### src/rtl/z80_bus_initiator.sv
// Z80-style bus cycle initiator: turns a valid/ready command into a T1/T2/TW/T3 strobe sequence.
// Optional macro Z80IF_HALT_EN adds a HALT state exited by wake.
module z80_bus_initiator #(
    parameter int MEM_WAIT = 0,
    parameter int IO_WAIT  = 1
) (
    input  logic        mck,
    input  logic        rin,
    // Handshake: a command transfers on a posedge where cmd_valid & cmd_ready.
    // cmd_ready is high only in IDLE and never while rin is high.
    input  logic        cmd_valid,
    output logic        cmd_ready,
    input  logic        cmd_io,
    input  logic        cmd_wr,
    input  logic        cmd_m1,
    input  logic        cmd_halt,
    input  logic [15:0] cmd_addr,
    input  logic [7:0]  cmd_wdata,
    output logic        rsp_valid,
    output logic [7:0]  rsp_rdata,
    input  logic        wake,
    output logic [15:0] ca,
    output logic [7:0]  cdo,
    input  logic [7:0]  cdi,
    output logic        mrq_n,
    output logic        ior_n,
    output logic        crd_n,
    output logic        cm1_n,
    output logic        hlt_n,
    output logic [2:0]  o_dbg_state
);

    typedef enum logic [2:0] {
        S_IDLE = 3'd0,
        S_T1   = 3'd1,
        S_T2   = 3'd2,
        S_TW   = 3'd3,
        S_T3   = 3'd4,
        S_HALT = 3'd5
    } state_t;

    localparam logic [2:0] MEM_W = 3'(MEM_WAIT);
    localparam logic [2:0] IO_W  = 3'(IO_WAIT);

    state_t      r_state;
    state_t      r_next;
    logic [15:0] r_ca;
    logic [7:0]  r_wdata;
    logic [7:0]  r_rdata;
    logic [2:0]  r_wait;
    logic        r_io;
    logic        r_wr;
    logic        r_m1;
    logic        r_rsp_valid;

    logic        w_accept;
    logic        w_bus;
    logic        w_act;
    logic [2:0]  w_wait_load;

    assign cmd_ready   = (r_state == S_IDLE) && !rin;
    assign w_accept    = cmd_ready && cmd_valid;
    assign w_wait_load = r_io ? IO_W : MEM_W;

    always_ff @(posedge mck) begin
        if (rin) r_state <= S_IDLE;
        else     r_state <= r_next;
    end

    always_comb begin
        r_next = r_state;
        case (r_state)
            S_IDLE: begin
                if (w_accept) begin
                    if (cmd_halt) begin
`ifdef Z80IF_HALT_EN
                        r_next = S_HALT;
`else
                        r_next = S_IDLE;
`endif
                    end else begin
                        r_next = S_T1;
                    end
                end
            end
            S_T1:   r_next = S_T2;
            S_T2:   r_next = (w_wait_load == 3'd0) ? S_T3 : S_TW;
            S_TW:   r_next = (r_wait == 3'd1) ? S_T3 : S_TW;
            S_T3:   r_next = S_IDLE;
            S_HALT: if (wake) r_next = S_IDLE;
            default: r_next = S_IDLE;
        endcase
    end

    always_ff @(posedge mck) begin
        if (rin) begin
            r_ca        <= 16'h0000;
            r_wdata     <= 8'h00;
            r_rdata     <= 8'h00;
            r_wait      <= 3'd0;
            r_io        <= 1'b0;
            r_wr        <= 1'b0;
            r_m1        <= 1'b0;
            r_rsp_valid <= 1'b0;
        end else begin
            r_rsp_valid <= 1'b0;
            case (r_state)
                S_IDLE: begin
                    if (w_accept) begin
                        if (cmd_halt) begin
`ifdef Z80IF_HALT_EN
                            r_ca <= {cmd_addr[15:8], 8'h00};
`else
                            r_rsp_valid <= 1'b1;
`endif
                        end else begin
                            r_ca    <= cmd_addr;
                            r_io    <= cmd_io;
                            r_wr    <= cmd_wr;
                            r_m1    <= cmd_m1 && !cmd_io && !cmd_wr;
                            r_wdata <= cmd_wdata;
                        end
                    end
                end
                S_T2: r_wait <= w_wait_load;
                S_TW: r_wait <= r_wait - 3'd1;
                S_T3: begin
                    r_rsp_valid <= 1'b1;
                    if (!r_wr) r_rdata <= cdi;
                end
                S_HALT: if (wake) r_rsp_valid <= 1'b1;
                default: ;
            endcase
        end
    end

    // Strobes decode straight from state so a reset edge releases them immediately.
    assign w_bus = (r_state == S_T2) || (r_state == S_TW) || (r_state == S_T3);
    assign w_act = w_bus || (r_state == S_T1);

    assign mrq_n = !(w_bus && !r_io);
    assign ior_n = !(w_bus && r_io);
    assign crd_n = w_bus ? (r_io ^ r_wr) : 1'b1;
    assign cm1_n = !(w_act && r_m1);
    assign cdo   = (w_act && r_wr) ? r_wdata : 8'h00;
`ifdef Z80IF_HALT_EN
    assign hlt_n = (r_state != S_HALT);
`else
    assign hlt_n = 1'b1;
`endif

    assign ca          = r_ca;
    assign rsp_valid   = r_rsp_valid;
    assign rsp_rdata   = r_rdata;
    assign o_dbg_state = r_state;

endmodule
### config.mk
export PLATFORM = sky130hd
export DESIGN_NAME = z80_bus_initiator
export DESIGN_NICKNAME = d
export VERILOG_FILES = /design/src/rtl/z80_bus_initiator.sv
export SDC_FILE = /design/constraint.sdc
export NUM_CORES = 1
export LEC_CHECK = 0
export ABC_AREA = 0
export CAP_MARGIN = 20
export CORE_UTILIZATION = 33
export CTS_CLUSTER_SIZE = 28
export DETAILED_ROUTE_END_ITERATION = 12
export PLACE_DENSITY_LB_ADDON = 0.05
export SYNTH_ARGS = -nofsm -noshare
export SYNTH_HDL_FRONTEND = slang
export SYNTH_SLANG_ARGS = --single-unit
### constraint.sdc
create_clock -name mck -period 2.8 [get_ports mck]
set_input_delay 0.56 -clock mck [delete_from_list [all_inputs] [get_ports mck]]
set_output_delay 0.56 -clock mck [all_outputs]
set_load 0.01 [all_outputs]
# After elaboration in Yosys (flattened, before gate mapping)
# Cells that the tools add are included.
# op_classes
n_addsub,1
eq_ne,8
muxes,14
bitwise_logic,3
n_reduce_logical,24
# ops
op,count
case mux 3 bit (5 select lines),1
2-to-1 mux 3 bit,4
logical AND 1 bit,8
2-to-1 mux 8 bit,1
logical NOT 1 bit,7
"equality test 3 x 1 -> 1 bit, second input constant",2
"equality test 3 x 2 -> 1 bit, second input constant",2
"equality test 3 bit, second input constant",2
logical NOT 3 bit,2
2-to-1 mux 1 bit,6
case mux 3 bit (2 select lines),1
"!= test 2 bit, second input constant",2
AND reduction 2 bit,2
logical OR 1 bit,3
case mux 1 bit (3 select lines),1
AND reduction 3 bit,1
"subtractor 3 x 1 -> 3 bit, second input constant",1
NOT 1 bit,2
nonzero test 2 bit,1
bitwise XOR 1 bit,1
# word_totals
ff_bits,42
input_bits,40
out_inout_bits,42
wordCells,59

# Longest topological paths before layout
# logic_depth
word_depth,6
depth_mapped,8
depth_no_buf,5

# Worst setup path after synthesis
# No wires, ideal clock.
# synth_timing
path_type,register to register
start,reg r_state[1] (netlist: o_dbg_state[1])
end,reg r_m1
setup_ps,70
t_arrival_ps,2010
required_time_ps,2730
setup_slack_ps,720
stages_incl_launch_ff,8
path_buffers,3
period_less_slack_ps,2080
path_cell_list,dfxtp_1 > buf_6 > or3_1 > clkbuf_2 > or3b_1 > buf_6 > or4b_1 > a21oi_1
# synth_via
elab_chain_len,4
# synth_rtl
element,line,rtl
from (decl),45,state_t r_state;
from (signal assigned),67,else r_state <= r_next;
logical NOT 3 bit (*),"61, 107",
logical AND 1 bit,61,assign cmd_ready = (r_state == S_IDLE) && !rin;
logical AND 1 bit,62,assign w_accept = cmd_ready && cmd_valid;
AND reduction 3 bit (no source line) (*),-,
to (signal assigned),120,r_m1 <= cmd_m1 && !cmd_io && !cmd_wr;
to (decl),53,logic r_m1;
# Mark *: on every way between the ends. The rest lies on a longest branch, timed or not.
# A chain may end at the register's enable or synchronous reset.

# Worst setup path after layout
# layout_timing
start,reg r_state[1] (netlist: o_dbg_state[1])
end,out cdo[6]
# layout_via
elab_chain_len,6
word_cells_on_any_way,9
cone_classes,4 x eq/ne; 1 x mux; 4 x reduce/logical
# layout_rtl
element,line,rtl
equality test 3 x 2 -> 1 bit,138,assign w_bus = (r_state == S_T2) || (r_state == S_TW) || (r_state == S_T3);
logical OR 1 bit (2 in series),138,
logical OR 1 bit (*),139,assign w_act = w_bus || (r_state == S_T1);
logical AND 1 bit (*),145,assign cdo = (w_act && r_wr) ? r_wdata : 8'h00;
2-to-1 mux 8 bit (*),145,
to (decl),23,"output logic [7:0] cdo,"
# Marked as above.

==> results.json <==
{
  "finalCritPeriodShare_pct": 93.6,
  "syn_inst": 228,
  "port_buffers": 80,
  "power.density_nw_per_um2": 479,
  "top_usage_layer": "met2",
  "ys_seq_area_share_pct": 48.2,
  "dpl-instance-area_um2": 2580,
  "setup_tns_ns": 0,
  "synth_edf_count": 0,
  "die-area_um2": 5580,
  "path_cells": "or3_4 -> and2_2 -> and3_1 -> clkdlybuf4s50_1",
  "clockBufferDepth": 2,
  "place_hpwl_um": 2960,
  "synth_nets": 270,
  "worstMarginPinSlew_ns": 0.528,
  "drive_above_1_share_pct": 5.30,
  "core_um2": 5110,
  "endpoint_kind": "primary output",
  "die_h_um": 74.7,
  "boundaryPins": 82,
  "start_util_pct": 34.1,
  "yosysMostFrequentCell": "nand2_1",
  "synth.lib_cells_used.distinct": 31,
  "slew_headroom_pct": 64.6,
  "cpMaxStageDelayCell": "clkdlybuf4s50_1",
  "slew_violations": 0,
  "routedWlPerCell_um": 11.7,
  "drtPass1Iterations": 5,
  "setup-violations-final": 0,
  "met2_usage_pct": 28.0,
  "yosysTopAreaCell": "dfxtp_1",
  "fp.dieW_um": 74.7,
  "drc": 0,
  "path_max_fanout": 11,
  "syn_avg_cell_area_um2": 7.64,
  "synth_top_cell_area_share_pct": 48.2,
  "vias": 1712,
  "syn_area_um2": 1740,
  "grt.met1_usage_pct": 21.6,
  "cts_tree": "built",
  "hold_viol": 0,
  "clk_latency_ns": 0.29,
  "avgViaCountPerCell": 4.60,
  "numCtsBuffers": 5,
  "crit_arrival_ns": 2.06,
  "finalCriticalPeriod_ns": 2.62,
  "gp_congestion": 0.776,
  "synth-main-ff-cell": "dfxtp_1",
  "grt-ovfl-total": 0,
  "min_path_type": "reg2reg",
  "post-cts-setup-buffer-count": 0,
  "cp-start-kind": "flip-flop",
  "rsz0062_at_grt": "no",
  "max_stage_delay_ns": 0.49,
  "grt_pass1_vias": 1593,
  "clock.fmax_mhz": 382,
  "grt_max_degree": 43,
  "drt-initial-drc-count": 93,
  "rows": 26,
  "area_growth_pct": 52.9,
  "diodes": 0,
  "ys_top_cells_by_count": "nand2_1 (77), dfxtp_1 (42), a21oi_1 (39)",
  "use_met3_pct": 6.43,
  "ys_seq_elements": 42,
  "synthArstFlopShare_pct": 0,
  "wl_um": 4370,
  "fin_area_um2": 2670,
  "num-nets-final": 344,
  "worstSetupPathType": "reg2out",
  "htreeDepth": 2,
  "fin_skew_ns": 0.00305,
  "antenna_found_initial": 0,
  "grt_pass1_wl_um": 7360,
  "ys_warn_count": 0,
  "path_clk_slew_ns": 0.07,
  "ant_nets": 0,
  "drv_cap": 0,
  "clock_sinks": 42,
  "synth.area.top_cells": "dfxtp_1 (48%), nand2_1 (17%), a21oi_1 (11%), and3_1 (3.2%), clkbuf_1 (3.0%)",
  "outcome": "finished clean",
  "leakagePower_nw": 0.940,
  "track_usage_pct": 17.5,
  "peakVddDrop_mv": 0.248,
  "critPathRequiredTime_ns": 2.24,
  "root_buffer": "clkbuf_8"
}
[timing repair]
item,4_1_cts,5_1_grt
endpoints found under the setup margin,0,8
resized for setup,0,2
hold buffers,0,0
[state kept, by name, summed over array words and instances, names as in the netlist]
name,cells
rsp_rdata,8
r_m1,1
ca,16
r_wr,1
r_wdata,8
o_dbg_state,3
r_wait,3
r_io,1
rsp_valid,1
[critical path: cells and delay by family (launching register included)]
family | cells | cell delay (ns)
simple gates | 3 | 0.88
buf+inv | 1 | 0.49
flops | 1 | 0.41
[through the flow]
| step | util [%] | hold WS (ns) | instances | total power, mW | setup slack, ns |
|---|---|---|---|---|---|
| 2_1_floorplan | - | 0.432 | 228 | 0.794 | 0.720 |
| 3_3_place_gp | 50.6 | 0.441 | 365 | 0.928 | 0.371 |
| 3_5_place_dp | 50.6 | 0.444 | 365 | 0.928 | 0.370 |
| 4_1_cts | 52.1 | 0.455 | 372 | 1.30 | 0.0252 |
| 5_1_grt | 52.2 | 0.471 | 372 | 1.36 | 0.0696 |
| 6_report | 52.2 | 0.452 | 372 | 1.28 | 0.180 |
[per-layer routing]
metal	routed length (um)	share of wire [%]	vias up
li1	-	-	884
met1	1950	45	773
met2	2020	46	48
met3	329	7.5	7
met4	68	1.6	0
met5	0	0	-
[report_power, final]
part / leakage (nW) / internal, mW / switching, mW
registers: 0.340 / 0.625 / 0.0189
clock network: 0.0383 / 0.172 / 0.188
logic: 0.562 / 0.146 / 0.126
[cell usage in the layout (no fill, tap or decap), types with 3 or more instances in the layout]
cell type and n:
clkdlybuf4s50_1 79, nand2_1 77, dfxtp_1 42, a21oi_1 39, nor2_1 10, and3_1 9, clkbuf_8 5, buf_4 5
inv_1 4, nor3_1 3
[layout make-up]
type | count | area [um2]
repair buffers | 85 | 833
clock buffers | 7 | 76.3
multi-input cells | 164 | 812
well taps | 70 | 87.6
inverters | 4 | 15.0
fillers | 528 | 2440
flip-flops and latches | 42 | 841
[path summary, 6_finish.rpt]
kind	start	endpoint	slack (ns)	depth (start not counted)
max	o_dbg_state[1]$_SDFFE_PP0P_	cdo[6]	0.18	4
min	r_wdata[0]$_SDFFE_PP0P_	r_wdata[0]$_SDFFE_PP0P_	0.45	2
max reg2reg	o_dbg_state[1]$_SDFFE_PP0P_	r_m1$_SDFFE_PP0P_	0.88	4
min reg2reg	r_wdata[0]$_SDFFE_PP0P_	r_wdata[0]$_SDFFE_PP0P_	0.45	2
[cell families after synthesis]
| family | Yosys count | share of synthesized area [%] |
|---|---|---|
| simple gates | 111 | 28.4 |
| mux | 2 | 1.15 |
| fa+ha+maj | 2 | 1.44 |
| xor+xnor | 1 | 0.503 |
| other cells | 1 | 0.215 |
| buf+inv | 22 | 5.89 |
| flops | 42 | 48.2 |
| compound gates | 47 | 14.2 |
No activity file was read; power rests on OpenSTA's default activity.
